[config.mk]
export PLATFORM = sky130hd
export DESIGN_NAME = opsum_drain_ctrl
export DESIGN_NICKNAME = d
export VERILOG_FILES = /design/src/rtl/opsum_drain_ctrl.sv
export SDC_FILE = /design/constraint.sdc
export NUM_CORES = 1
export LEC_CHECK = 0
export CAP_MARGIN = 10
export CORE_MARGIN = 2
export CORE_UTILIZATION = 24
export DETAILED_ROUTE_END_ITERATION = 10
export SKIP_LAST_GASP = 1
export SLEW_MARGIN = 40
export SYNTH_ARGS = -nofsm -noshare
export SYNTH_HDL_FRONTEND = slang
export SYNTH_HIERARCHICAL = 1
export SYNTH_SLANG_ARGS = --single-unit
[constraint.sdc]
create_clock -name clk -period 3.5 [get_ports clk]
set_input_delay 0.35 -clock clk [delete_from_list [all_inputs] [get_ports clk]]
set_output_delay 0.35 -clock clk [all_outputs]
set_load 0.02 [all_outputs]
[src/rtl/opsum_drain_ctrl.sv]
// Round-robin drain of NUM_CH 2-entry opsum FIFOs into a single 32-bit GLB write port.
// Optional: define OPSUM_DRAIN_PERF_EN to add perf_stall_cnt / perf_word_cnt outputs.

module opsum_drain_lane #(
  parameter int ADDR_W = 32
) (
  input  logic              clk,
  input  logic              rst,
  input  logic              load,
  input  logic [ADDR_W-1:0] base,
  input  logic              adv,
  input  logic              adv_word,
  input  logic              full,
  input  logic              empty,
  input  logic              flush,
  output logic [ADDR_W-1:0] addr,
  output logic              elig,
  output logic              can_word
);
  logic [ADDR_W-1:0] addr_d, addr_q;

  always_comb begin
    addr_d = addr_q;
    if (load)     addr_d = base;
    else if (adv) addr_d = addr_q + (adv_word ? ADDR_W'(4) : ADDR_W'(2));
  end

  always_ff @(posedge clk) begin
    if (rst) addr_q <= '0;
    else     addr_q <= addr_d;
  end

  assign addr     = addr_q;
  assign elig     = full | (flush & ~empty);
  // A misaligned full FIFO drains one halfword first, which realigns it.
  assign can_word = full & ~addr_q[1];
endmodule

module opsum_drain_ctrl #(
  parameter int NUM_CH = 4,
  parameter int ADDR_W = 32
) (
  input  logic                     clk,
  input  logic                     rst,
  input  logic                     start,
  input  logic                     flush,
  input  logic [NUM_CH*ADDR_W-1:0] ch_base_addr,
  input  logic [NUM_CH-1:0]        fifo_full,
  input  logic [NUM_CH-1:0]        fifo_empty,
  output logic [NUM_CH-1:0]        fifo_pop_en,
  output logic [NUM_CH-1:0]        fifo_pop_mod,
  input  logic [NUM_CH*32-1:0]     fifo_pop_data,
  output logic                     glb_wr_valid,
  input  logic                     glb_wr_ready,
  output logic [ADDR_W-1:0]        glb_wr_addr,
  output logic [31:0]              glb_wr_data,
  output logic [3:0]               glb_wr_strb,
  output logic                     busy,
  output logic                     done
`ifdef OPSUM_DRAIN_PERF_EN
  ,
  output logic [31:0]              perf_stall_cnt,
  output logic [31:0]              perf_word_cnt
`endif
);
  localparam int CH_W = $clog2(NUM_CH);

  typedef enum logic [2:0] {S_IDLE, S_ARB, S_POP, S_LATCH, S_WRITE} state_e;

  state_e            state_q, state_d;
  logic [CH_W-1:0]   rr_ptr_q, rr_ptr_d;
  logic [CH_W-1:0]   gnt_q, gnt_d;
  logic              mode_q, mode_d;
  logic [ADDR_W-1:0] waddr_q, waddr_d;
  logic [31:0]       wdata_q, wdata_d;
  logic [3:0]        wstrb_q, wstrb_d;

  logic [NUM_CH-1:0][ADDR_W-1:0] base_a, addr_a;
  logic [NUM_CH-1:0][31:0]       pop_data_a;
  logic [NUM_CH-1:0]             elig, can_word, lane_adv;
  logic                          load, adv;
  logic [CH_W:0]                 pick;
  logic [ADDR_W-1:0]             gnt_addr;
  logic [31:0]                   gnt_data;

  assign base_a     = ch_base_addr;
  assign pop_data_a = fifo_pop_data;

  genvar i;
  generate
    for (i = 0; i < NUM_CH; i++) begin : g_lane
      assign lane_adv[i] = adv && (gnt_q == CH_W'(i));
      opsum_drain_lane #(.ADDR_W(ADDR_W)) u_lane (
        .clk      (clk),
        .rst      (rst),
        .load     (load),
        .base     (base_a[i]),
        .adv      (lane_adv[i]),
        .adv_word (mode_q),
        .full     (fifo_full[i]),
        .empty    (fifo_empty[i]),
        .flush    (flush),
        .addr     (addr_a[i]),
        .elig     (elig[i]),
        .can_word (can_word[i])
      );
    end
  endgenerate

  // {found, index} of the first requester at or after ptr, wrapping.
  function automatic logic [CH_W:0] rr_pick(input logic [NUM_CH-1:0] req,
                                            input logic [CH_W-1:0]   ptr);
    logic [CH_W:0]   res;
    logic [CH_W-1:0] idx;
    res = '0;
    for (int k = NUM_CH - 1; k >= 0; k--) begin
      idx = CH_W'((int'(ptr) + k) % NUM_CH);
      if (req[idx]) res = {1'b1, idx};
    end
    return res;
  endfunction

  assign pick     = rr_pick(elig, rr_ptr_q);
  assign gnt_addr = addr_a[gnt_q];
  assign gnt_data = pop_data_a[gnt_q];

  always_comb begin
    state_d  = state_q;
    rr_ptr_d = rr_ptr_q;
    gnt_d    = gnt_q;
    mode_d   = mode_q;
    waddr_d  = waddr_q;
    wdata_d  = wdata_q;
    wstrb_d  = wstrb_q;
    load     = 1'b0;
    adv      = 1'b0;
    done     = 1'b0;
    case (state_q)
      S_IDLE: begin
        if (start) begin
          load    = 1'b1;
          state_d = S_ARB;
        end
      end
      S_ARB: begin
        if (pick[CH_W]) begin
          gnt_d   = pick[CH_W-1:0];
          mode_d  = can_word[pick[CH_W-1:0]];
          state_d = S_POP;
        end else if (flush) begin
          done    = 1'b1;
          state_d = S_IDLE;
        end
      end
      S_POP:   state_d = S_LATCH;
      S_LATCH: begin
        waddr_d = {gnt_addr[ADDR_W-1:2], 2'b00};
        if (mode_q) begin
          wdata_d = gnt_data;
          wstrb_d = 4'b1111;
        end else if (gnt_addr[1]) begin
          wdata_d = {gnt_data[15:0], 16'd0};
          wstrb_d = 4'b1100;
        end else begin
          wdata_d = {16'd0, gnt_data[15:0]};
          wstrb_d = 4'b0011;
        end
        state_d = S_WRITE;
      end
      S_WRITE: begin
        if (glb_wr_ready) begin
          adv      = 1'b1;
          rr_ptr_d = (gnt_q == CH_W'(NUM_CH - 1)) ? '0 : gnt_q + 1'b1;
          state_d  = S_ARB;
        end
      end
      default: state_d = S_IDLE;
    endcase
  end

  always_ff @(posedge clk) begin
    if (rst) begin
      state_q  <= S_IDLE;
      rr_ptr_q <= '0;
      gnt_q    <= '0;
      mode_q   <= 1'b0;
      waddr_q  <= '0;
      wdata_q  <= '0;
      wstrb_q  <= '0;
    end else begin
      state_q  <= state_d;
      rr_ptr_q <= rr_ptr_d;
      gnt_q    <= gnt_d;
      mode_q   <= mode_d;
      waddr_q  <= waddr_d;
      wdata_q  <= wdata_d;
      wstrb_q  <= wstrb_d;
    end
  end

  always_comb begin
    fifo_pop_en  = '0;
    fifo_pop_mod = '0;
    if (state_q == S_POP) begin
      fifo_pop_en[gnt_q]  = 1'b1;
      fifo_pop_mod[gnt_q] = mode_q;
    end
  end

  assign glb_wr_valid = (state_q == S_WRITE);
  assign glb_wr_addr  = waddr_q;
  assign glb_wr_data  = wdata_q;
  assign glb_wr_strb  = wstrb_q;
  assign busy         = (state_q != S_IDLE);

`ifdef OPSUM_DRAIN_PERF_EN
  logic [31:0] stall_cnt_q, stall_cnt_d;
  logic [31:0] word_cnt_q, word_cnt_d;

  always_comb begin
    stall_cnt_d = stall_cnt_q;
    word_cnt_d  = word_cnt_q;
    if (load) begin
      stall_cnt_d = '0;
      word_cnt_d  = '0;
    end else begin
      if (glb_wr_valid && !glb_wr_ready && stall_cnt_q != '1) stall_cnt_d = stall_cnt_q + 32'd1;
      if (glb_wr_valid && glb_wr_ready && word_cnt_q != '1)   word_cnt_d  = word_cnt_q + 32'd1;
    end
  end

  always_ff @(posedge clk) begin
    if (rst) begin
      stall_cnt_q <= '0;
      word_cnt_q  <= '0;
    end else begin
      stall_cnt_q <= stall_cnt_d;
      word_cnt_q  <= word_cnt_d;
    end
  end

  assign perf_stall_cnt = stall_cnt_q;
  assign perf_word_cnt  = word_cnt_q;
`endif
endmodule

After elaboration in Yosys (flattened, before gate mapping)
Index checks and enable logic that the tools add are counted.

operators by class
  bitwise gates (word level) = 21
  reduce and logical (&&, ||, !) cells = 15
  magnitude comparators = 7
  add/sub/neg operators = 8
  muxes and demuxes = 48
  eq/ne operators = 10

operator list
  operator                                                               count
  32-bit two-way mux                                                     12
  32-bit adder                                                           4
  32-bit binary-select mux with 2-bit select                             2
  3-bit two-way mux                                                      9
  2-bit by 3-bit < comparator with 1-bit output (second input constant)  6
  4-bit two-way mux                                                      4
  3-bit one-hot mux with 5 select lines                                  1
  1-bit two-way mux                                                      13
  1-bit binary-select mux with 2-bit select                              5
  1-bit bitwise AND                                                      8
  1-bit inverter                                                         8
  2-bit nonzero test                                                     4
  3-bit by 2-bit == test with 1-bit output (second input constant)       2
  1-bit logical AND                                                      5
  2-bit by 1-bit adder with 2-bit output (second input constant)         2
  2-bit adder (second input constant)                                    2
  4-bit bitwise AND                                                      1
  2-bit == test (second input constant)                                  2
  1-bit bitwise OR                                                       4
  2-bit AND reduction                                                    2
  3-bit by 1-bit == test with 1-bit output (second input constant)       1
  3-bit == test (second input constant)                                  1
  3-bit zero test                                                        1
  3-bit inequality test (second input constant)                          1
  9 further kinds                                                        9

word-level totals
  bits in registers = 202
  word-level logic and storage cells = 120
  bits of input ports = 269

Longest topological paths before layout
Gate-level depths: netlist of the first run.

  depth in word-level cells = 11
  mapped depth = 11

By module
The synthesis of the first run kept the hierarchy.

modules (own cells, without submodules)
  module            seq. area each (um^2)  area each (um^2)  instances  cells an instance
  opsum_drain_lane  640.6                  2,004.4           4          253
  opsum_drain_ctrl  1,441.4                4,538.1           1          448

Worst setup path before layout of the first run
OpenSTA, ideal clock, no wires.

  kind = flip-flop to flip-flop
  from = register gnt_q[0]
  to = register g_lane[0].u_lane.addr_q[24]
  slack = 0.675 ns
  stages on the path, launching flop included = 12
  required time = 3.409 ns
  arrival time = 2.734 ns
  period minus slack after synthesis = 2.825 ns
  cells stage by stage = dfxtp_1 buf_4 buf_4 buf_6 inv_1 ha_1 and3_1 nand4_4 or3_1 buf_2 or4_1 a311oi_1

between the ends
  longest elaborated chain between the ends = 3

RTL lines
  element                       RTL line  RTL
  start, declared               72        logic [CH_W-1:0] gnt_q, gnt_d;
  start signal, assigned        193       gnt_q <= gnt_d;
  2-bit zero test               92        assign lane_adv[i] = adv && (gnt_q == CH_W'(i));
  1-bit logical AND             92
  named net lane_adv[0]         80        logic [NUM_CH-1:0] elig, can_word, lane_adv;
  2-bit nonzero test (no line)  n/a
  end signal, assigned          30        else addr_q <= addr_d;
  end, declared                 20        logic [ADDR_W-1:0] addr_d, addr_q;

The timed path passes the listed nets, and every way through them passes these cells.
A chain may end at the register's enable or synchronous reset.

Final worst setup path of the first run
  from = input flush
  to = output done

between the ends
  longest elaborated chain between the ends = 10
  elaborated cells on any way between the ends = 23

RTL lines
  element                                    RTL line  RTL
  start, declared                            46        input logic flush,
  1-bit bitwise AND (*)                      34        assign elig = full | (flush & ~empty);
  1-bit bitwise OR (*)                       34
  named net elig[0]                          80
  1-bit binary-select mux with 2-bit select  118       if (req[idx]) res = {1'b1, idx};
  1-bit two-way mux (implied by the code)    118
  3-bit two-way mux (3 in series)            118
  3-bit two-way mux (*)                      118
  1-bit two-way mux (*)                      146       if (pick[CH_W]) begin
  1-bit two-way mux (*)                      138       case (state_q)
  end, declared                              59        output logic done

The timed path passes the listed nets; every way through them passes the cells marked *. The select of a mux whose other input is x is not followed.

==> results of run 1 <==
[through the flow]
| stage | std cells | power (mW) |
|---|---|---|
| 5_1_grt | 2432 | 6.72 |
| 3_3_place_gp | 2400 | 4.37 |
| 6_report | 2432 | 6.44 |
| 2_1_floorplan | 1449 | 3.57 |
| 4_1_cts | 2432 | 6.50 |
| 3_5_place_dp | 2400 | 4.40 |
[final cells by class]
cell class	count	area [µm²]	area share, %
repair buffers	382	3740	21.8
flip-flops and latches	196	3930	22.9
clock buffers	18	439	2.56
multi-input cells	1084	7810	45.6
inverters	58	218	1.27
well taps	680	851	4.96
clock inverters	14	160	0.934
[worst max-delay path, delay by kind of cell]
family / cells / cell delay, ps
AND/OR/NAND/NOR: 2 / 770
AO/OA/AOI/OAI: 1 / 280
buffers and inverters: 2 / 1220
[layer usage]
layer | up-vias | routed length [µm] | GRT usage [%]
met3 | 92 | 4090 | 4.37
met5 | - | 39 | 0
met2 | 556 | 26900 | 35.0
met4 | 6 | 2390 | 9.62
met1 | 6320 | 22100 | 23.7
li1 | 6036 | - | -
[flip-flops by register name (all words and copies together), names as in the netlist]
signal	count
state_q	3
glb_wr_addr	30
glb_wr_data	32
glb_wr_strb	2
rr_ptr_q	2
gnt_q	2
g_lane.u_lane/addr	124
mode_q	1
[power by group]
part	leakage, nW	switching [mW]	internal (mW)
clock network	0.290	1.09	0.976
logic	3.76	0.777	0.784
registers	1.61	0.376	2.43
total	5.65	2.25	4.19
[path summary, 6_finish.rpt]
check / slack, ps / start / to / depth (start not counted)
hold / removal: 430 / ch_base_addr[107] / g_lane[3].u_lane/addr[11]$_SDFFE_PP0N_ / 3
hold reg to reg: 450 / glb_wr_data[8]$_SDFFE_PP0P_ / glb_wr_data[8]$_SDFFE_PP0P_ / 2
setup / recovery: 530 / flush / done / 5
setup reg to reg: 530 / state_q[1]$_SDFFE_PP0P_ / g_lane[0].u_lane/addr[24]$_SDFFE_PP0N_ / 6
==> summary.md, run 1 <==
| Metric | Value |
|---|---|
| Status | `finished clean` |
| Clock buffer depth | `2` |
| CTS root buffer | `clkbuf_16` |
| Final Hold Fails | `0` |
| CTS clk-pin slew, worst paths | `90 ps` |
| Final period util | `85.0%` |
| RSZ-0062 raised after global routing | `no` |
| Critical path cell sequence | `clkdlybuf4s50_1 -> a21o_1 -> or4_4 -> nor2_1 -> clkdlybuf4s50_1` |
| First-pass GRT wire length | `80.8 mm` |
| CTS tree | `yes` |
| Buffers on Ports | `341` |
| Arrival time at the worst endpoint | `2620 ps` |
| Total global routing overflow | `0` |
| Final Worst Setup Slack | `526 ps` |
| # Post-CTS Setup Buffers | `0` |
| Worst Path Required | `3150 ps` |
| Setup CP Type | `input port to output pin` |
| Final #Nets | `2024` |
| Die Ht | `231 µm` |
| Worst rel slew slack | `44.8%` |
| IR drop worst, VDD | `0.377 mV` |
| Clk_skew | `16.4 ps` |
| Final Setup Violations | `0` |
| Fin util | `33.5%` |
| Vias in the first global route | `12800` |
| Post-detail-place hpwl | `43.8 mm` |
| Critical Path Slowest Stage Cell | `clkdlybuf4s50_1` |
| F_max | `0.336 GHz` |
| Design Area, Final | `0.0172 mm²` |
| Die area | `0.0536 mm²` |
| Initial DRC count | `921` |
| Hold Buf Count CTS | `0` |
| Syn Std Cell Area | `0.0124 mm²` |
| Tot GR Track Use | `20.2%` |
| Core Footprint | `0.0512 mm²` |
| H-tree Lvls | `4` |
| Pwr/cell area | `375 mW/mm²` |
| Worst min path class | `input port to flip-flop` |
| Layout cells sized above 1 | `10.6%` |
| Worst Hold Margin | `426 ps` |
| Via count | `13000` |
| Initial Utilization | `24.3%` |
| Post-synthesis instance total | `1448` |
| Worst-Skew Late Latency | `500 ps` |
| Final Slew Violations | `0` |
| Worst stage delay on the critical path | `660 ps` |
| First-pass detailed-route iteration total | `8` |
| DP Worst Slack | `519 ps` |
| Filler cells | `5277` |
| Wirelength per Cell | `22.8 µm` |
| Synth-to-Final Area Change | `38.1%` |
| Post-route ant nets | `0` |
| Largest net degree at the start of global routing | `110` |
| N_diodes | `0` |
| TritonCTS Sinks | `196` |
| DP Area | `0.0165 mm²` |
| Syn_area_per_cell | `8.58 µm²` |
| Setup tns final | `0 ps` |
| Num CTS Buffers | `17` |
| Startpoint Class | `input port` |
| Io pins | `348` |
| Post-route DRC | `0` |
| Slew of the pin with the lowest slew margin | `828 ps` |
| Crit-path max FO | `6` |
| Crit-path most repeated cell | `clkdlybuf4s50_1` |
| Drt total wl | `55.5 mm` |
| Synthesis warning total | `6` |
| Commonest non-fill, non-tap cells in the layout | `clkdlybuf4s50_1 (340), dfxtp_1 (193), nor2_1 (174), nand2_1 (149), a21oi_1 (106)` |
| Die Wd | `231 µm` |
| Vias per Instance | `5.35` |
| Minimum clock period | `2970 ps` |
| CP Capture Type | `output pin` |
| Commonest non-fill, non-tap cell in the layout | `clkdlybuf4s50_1` |
| Initial antenna violation count | `4` |
| Max-cap violations | `0` |
| PostCTS Resize Cnt | `0` |
| GPL Wtd Cong | `0.908` |
| Leak | `5.65 nW` |
| FP Rows | `83` |
No activity file was read; power rests on OpenSTA's default activity.
==> run 2: changes to the inputs <==
==> constraint.sdc (replaced) <==
create_clock -name clk -period 2.4 [get_ports clk]
set_input_delay 0.24 -clock clk [delete_from_list [all_inputs] [get_ports clk]]
set_output_delay 0.24 -clock clk [all_outputs]
set_load 0.02 [all_outputs]
==> run 2 against run 1 <==
Net effect:
- global-route usage is 0.054 points higher
- highest routed layer unchanged
- non-clock buffer count grew 120
- design area rose by 6.9%
- largest cell class unchanged
- flip-flop and latch count stayed put
- critical path type is now flip-flop to output pin
==> summary.md, run 2 (synthesis gave the netlist of run 1 again) <==
| Metric | Value |
|---|---|
| Status | `finished clean` |
| Initial antenna violation count | `6` |
| DP Worst Slack | `-258 ps` |
| TritonCTS Sinks | `196` |
| Post-detail-place hpwl | `44.5 mm` |
| Placed cell count | `2504` |
| Initial DRC count | `1237` |
| Non-filler cells, final | `2553` |
| Core Footprint | `0.0512 mm²` |
| Post-route DRC | `0` |
| Switch Pwr | `3.27 mW` |
| CTS tree | `yes` |
| DP Area | `0.0174 mm²` |
| Wirelength per Cell | `21.9 µm` |
| CTS clk-pin slew, worst paths | `80 ps` |
| RSZ-0062 raised after global routing | `yes` |
| Largest net degree at the start of global routing | `54` |
| Top Family by Delay on Critical Path | `buffers and inverters` |
| First-pass GRT wire length | `82.3 mm` |
| Clock buffer depth | `2` |
| Initial Utilization | `24.3%` |
| Crit-path most repeated cell | `buf_8` |
| Combinational Power Share | `27.9%` |
| Crit-path max FO | `22` |
| Total global routing overflow | `0` |
| Worst-Skew Late Latency | `480 ps` |
| Post-route ant nets | `0` |
| Final Slew Violations | `0` |
| Layout cells sized above 1 | `17.5%` |
| GPL Wtd Cong | `0.917` |
| First-pass detailed-route iteration total | `5` |
| Commonest non-fill, non-tap cell in the layout | `clkdlybuf4s50_1` |
| CP Capture Type | `output pin` |
| Critical path cell sequence | `buf_8 -> buf_8 -> and3_1 -> clkdlybuf4s50_1` |
| Reg power frac | `41.2%` |
| Critical Path Slowest Stage Cell | `clkdlybuf4s50_1` |
| Final Worst Setup Slack | `24.2 ps` |
| Startpoint Class | `flip-flop` |
| Final Setup Violations | `0` |
| Clock power frac | `30.9%` |
| Synth-to-Final Area Change | `47.6%` |
| Internal power component | `6.40 mW` |
| Die area | `0.0536 mm²` |
| Final period util | `99.0%` |
| F_max | `0.421 GHz` |
| IR drop worst, VDD | `0.509 mV` |
| Io pins | `348` |
| Drt total wl | `56.0 mm` |
| Final #Nets | `2144` |
| Final Hold Fails | `0` |
| Minimum clock period | `2380 ps` |
| Design Area, Final | `0.0183 mm²` |
| H-tree Lvls | `4` |
| Hold Buf Count CTS | `0` |
| Leak | `6.33 nW` |
| Buffers on Ports | `341` |
| Via count | `13500` |
| Die Wd | `231 µm` |
| CTS root buffer | `clkbuf_16` |
| Clk_skew | `24.5 ps` |
| CP bufs+invs | `3` |
| Num CTS Buffers | `17` |
| Vias per Instance | `5.30` |
| Largest register FFs | `124` |
| Worst stage delay on the critical path | `620 ps` |
| Slew of the pin with the lowest slew margin | `647 ps` |
| Max-cap violations | `0` |
| Worst rel slew slack | `56.8%` |
| Worst min path class | `input port to flip-flop` |
| Sw frac | `33.8%` |
| Filler cells | `5180` |
| Worst Path Required | `2160 ps` |
| Total chip power | `9.68 mW` |
| Pwr/cell area | `528 mW/mm²` |
| Setup CP Type | `flip-flop to output pin` |
| Vias in the first global route | `13400` |
| Commonest non-fill, non-tap cells in the layout | `clkdlybuf4s50_1 (337), dfxtp_1 (193), nor2_1 (174), nand2_1 (149), buf_4 (147)` |
| Die Ht | `231 µm` |
| FP Rows | `83` |
| Tot GR Track Use | `20.3%` |
| Arrival time at the worst endpoint | `2140 ps` |
[run 2: cell count changes in the layout (fill, tap and decap cells not counted), sizes merged]
cell and delta:
inv -1, clkdlybuf4s50 -3, dlygate4sd2 +2, dlymetal6s2s +1, bufinv +1, diode +1
buf +120
[run 2: power by group through the flow]
stage	Clock, mW	Sequential, mW	Combinational, mW
after floorplan	0	3.95	1.28
after global placement	0	4.05	2.53
after detailed placement	0	4.07	2.56
after CTS	3.09	3.99	2.59
after global routing	3.20	4.02	2.90
final	2.99	3.99	2.70
[run 2: final cells by class]
cell class / instances / area (µm²) / area share, %
clock buffers: 18 / 429 / 2.34
inverters: 58 / 234 / 1.28
flip-flops and latches: 196 / 3940 / 21.5
clock inverters: 14 / 165 / 0.901
multi-input cells: 1084 / 7950 / 43.4
well taps: 680 / 851 / 4.64
repair buffers: 502 / 4770 / 26.0
diodes: 1 / 2.50 / 0.0136
[run 2: worst register-to-register path, delay by kind of cell (launching register included)]
family | cells | cell delay (ps)
simple gates | 3 | 930
fa+ha+maj | 2 | 440
flops | 1 | 390
buf+inv | 3 | 390
compound gates | 1 | 120
[run 2: metrics by stage]
stage | setup TNS, ps | util, % | hold slack [ps]
detailed placement | -4410 | 34.1 | 446
global route | -147 | 35.8 | 203
CTS | 0 | 35.4 | 153
floorplan | -2450 | - | 381
global placement | -3650 | 34.1 | 439
finish | 0 | 35.8 | 183
[run 2: what timing repair did]
action                     in CTS  in global routing
pin swaps                       1                  3
gates cloned                    0                  1
buffers inserted                6                  9
setup endpoints to repair      14                 31
resized for setup               8                 25
[run 2: worst paths after layout]
kind / start / endpoint / depth (start not counted) / slack [ps]
min reg2reg: glb_wr_data[9]$_SDFFE_PP0P_ / glb_wr_data[9]$_SDFFE_PP0P_ / 2 / 450
min: rst / g_lane[1].u_lane/addr[2]$_SDFFE_PP0N_ / 2 / 180
max reg2reg: mode_q$_SDFFE_PP0P_ / g_lane[2].u_lane/addr[31]$_SDFFE_PP0N_ / 9 / 30
max: mode_q$_SDFFE_PP0P_ / fifo_pop_mod[1] / 4 / 20
[run 2: layer usage]
metal / wire (µm) / vias to the layer above / global-route usage, %
li1: - / 6280 / -
met1: 22100 / 6482 / 24.2
met2: 27000 / 658 / 35.1
met3: 4730 / 111 / 4.21
met4: 2200 / 4 / 8.65
met5: 27 / - / 0
==> run 3: changes to the inputs <==
--- a/config.mk
+++ b/config.mk
@@ -5,10 +5,12 @@
 export SDC_FILE = /design/constraint.sdc
 export NUM_CORES = 1
 export LEC_CHECK = 0
+export ABC_AREA = 0
 export CAP_MARGIN = 10
 export CORE_MARGIN = 2
-export CORE_UTILIZATION = 24
+export CORE_UTILIZATION = 45
 export DETAILED_ROUTE_END_ITERATION = 10
+export PLACE_DENSITY = 0.79
 export SKIP_LAST_GASP = 1
 export SLEW_MARGIN = 40
 export SYNTH_ARGS = -nofsm -noshare
==> run 3 against run 2 <==
Net effect:
- maximum frequency increased by 0.93%
- first-iteration DRC count up 28%
- combinational power decreased by 7%
- sequential power barely moved
- count of clock-buffer cells in the layout is the same
- non-clock buffer count fell by 12
- sequential share of layout area up 0.74 points
- flip-flop and latch count unchanged
- design area decreased by 3.3%
- critical path type unchanged
==> summary.md, run 3 (synthesis gave the netlist of run 1 again) <==
| Metric | Value |
|---|---|
| Critical path cell sequence | `buf_4 -> or3_1 -> buf_4 -> clkdlybuf4s50_1` |
| Core Footprint | `0.0270 mm²` |
| Vias per Instance | `6.19` |
| Leak | `6.26 nW` |
| Initial DRC count | `1585` |
| Final Worst Setup Slack | `46.2 ps` |
| IR drop worst, VDD | `0.369 mV` |
| Clock buffer depth | `2` |
| Hold Crit Depth | `2` |
| N_diodes | `0` |
| Crit-path most repeated cell | `buf_4` |
| Critical Path Slowest Stage Cell | `clkdlybuf4s50_1` |
| Clk_skew | `13.4 ps` |
| Post-route ant nets | `0` |
| Initial Utilization | `46.0%` |
| Multi-input logic area | `0.00793 mm²` |
| Hold Buf Count CTS | `0` |
| Worst Reg-to-Reg Cells | `7` |
| First-pass GRT wire length | `75.3 mm` |
| Worst r2r dst | `g_lane[1].u_lane/addr[24]$_SDFFE_PP0N_` |
| F_max | `0.425 GHz` |
| Final #Nets | `2132` |
| Largest register FFs | `124` |
| Non-filler cells, final | `2201` |
| Final Slew Violations | `0` |
| CP Capture Type | `output pin` |
| H-tree Lvls | `4` |
| First-pass detailed-route iteration total | `5` |
| Max-cap violations | `0` |
| Wirelength per Cell | `22.7 µm` |
| Startpoint Class | `flip-flop` |
| Final period util | `98.1%` |
| CTS root buffer | `clkbuf_16` |
| Slew of the pin with the lowest slew margin | `621 ps` |
| Minimum clock period | `2350 ps` |
| Commonest non-fill, non-tap cell in the layout | `clkdlybuf4s50_1` |
| Filler cells | `2260` |
| Via count | `13600` |
| Setup CP Type | `flip-flop to output pin` |
| Hold Crit Start | `rst` |
| Die Wd | `170 µm` |
| Pwr/cell area | `531 mW/mm²` |
| Hold endpoint | `g_lane[1].u_lane/addr[2]$_SDFFE_PP0N_` |
| Crit-path max FO | `12` |
| Final Setup Violations | `0` |
| Worst R2R Setup Slack | `50 ps` |
| Status | `finished clean` |
| Arrival time at the worst endpoint | `2110 ps` |
| Commonest non-fill, non-tap cells in the layout | `clkdlybuf4s50_1 (336), dfxtp_1 (193), nor2_1 (174), nand2_1 (149), buf_4 (142)` |
| Largest net degree at the start of global routing | `73` |
| TritonCTS Sinks | `196` |
| Tot GR Track Use | `33.8%` |
| Layout cells sized above 1 | `16.7%` |
| CTS tree | `yes` |
| Worst min path class | `input port to flip-flop` |
| Worst Path Required | `2160 ps` |
| CTS clk-pin slew, worst paths | `70 ps` |
| Drt total wl | `49.9 mm` |
| Io pins | `348` |
| Post-detail-place hpwl | `38.4 mm` |
| Num CTS Buffers | `17` |
| Buffers on Ports | `341` |
| RSZ-0062 raised after global routing | `yes` |
| DP Worst Slack | `-158 ps` |
| PostCTS Resize Cnt | `2` |
| Synth-to-Final Area Change | `42.7%` |
| Worst-Skew Late Latency | `450 ps` |
| Placed cell count | `2169` |
| Die area | `0.0289 mm²` |
| # Post-CTS Setup Buffers | `0` |
| Setup tns final | `0 ps` |
| Post-route DRC | `0` |
| Worst rel slew slack | `58.6%` |
| Final Hold Fails | `0` |
| Total global routing overflow | `0` |
| Worst stage delay on the critical path | `530 ps` |
| Vias in the first global route | `13200` |
| GPL Wtd Cong | `0.976` |
| Storage element area | `0.00394 mm²` |
| Initial antenna violation count | `0` |
| R2r startpoint | `state_q[1]$_SDFFE_PP0P_` |
| FP Rows | `60` |
| Die Ht | `170 µm` |
==> run 3: cell types whose count changed in the layout (fill, tap and decap cells not counted), sizes merged, moves of 2 or more <==
cell          change
buf              -11
clkinv            -4
dlymetal6s2s      +2
clkinvlp          +4
==> run 3: final cells by class <==
class,count,share of cell area [%]
Tap cell,341,2.41
Multi-Input combinational cell,1084,44.8
Sequential cell,196,22.2
Clock buffer,18,2.42
Timing Repair Buffer,490,26.1
Inverter,58,1.30
Clock inverter,14,0.833
==> run 3: stage by stage <==
step	instance area (µm²)	hold slack [ps]	power [mW]	utilization (%)
final	17700	280	9.41	65.6
after global routing	17700	276	9.79	65.6
after CTS	17600	245	9.37	65.3
after detailed placement	17100	443	6.51	63.1
after global placement	17100	438	6.45	63.1
after floorplan	12600	381	5.23	-
==> run 3: power by group <==
group | total, mW | internal [mW] | switching [mW] | leakage, nW
Combinational | 2.52 | 1.30 | 1.23 | 4.39
Sequential | 3.99 | 3.55 | 0.448 | 1.61
Clock | 2.89 | 1.47 | 1.42 | 0.267
==> run 3: worst max-delay path by stage <==
stage | from | end | cells after the start
4_1_cts | mode_q$_SDFFE_PP0P_ | g_lane[3].u_lane/addr[15]$_SDFFE_PP0N_ | 9
3_5_place_dp | glb_wr_ready | g_lane[1].u_lane/addr[24]$_SDFFE_PP0N_ | 7
2_1_floorplan | gnt_q[0]$_SDFFE_PP0P_ | g_lane[0].u_lane/addr[24]$_SDFFE_PP0N_ | 11
6_report | state_q[1]$_SDFFE_PP0P_ | busy | 4
5_1_grt | mode_q$_SDFFE_PP0P_ | g_lane[1].u_lane/addr[31]$_SDFFE_PP0N_ | 8
3_3_place_gp | flush | done | 5
==> run 3: routing by layer <==
layer | global-route usage (%) | up-vias | wire (µm)
li1 | - | 6251 | -
met1 | 40.8 | 6482 | 19000
met2 | 56.8 | 741 | 23700
met3 | 6.77 | 156 | 4500
met4 | 17.9 | 0 | 2730
met5 | 0 | - | 0
==> run 3: worst max-delay path: cells and delay by family (launching register included) <==
family / cells / cell delay (ps)
simple gates: 1 / 450
flops: 1 / 340
buf+inv: 3 / 890
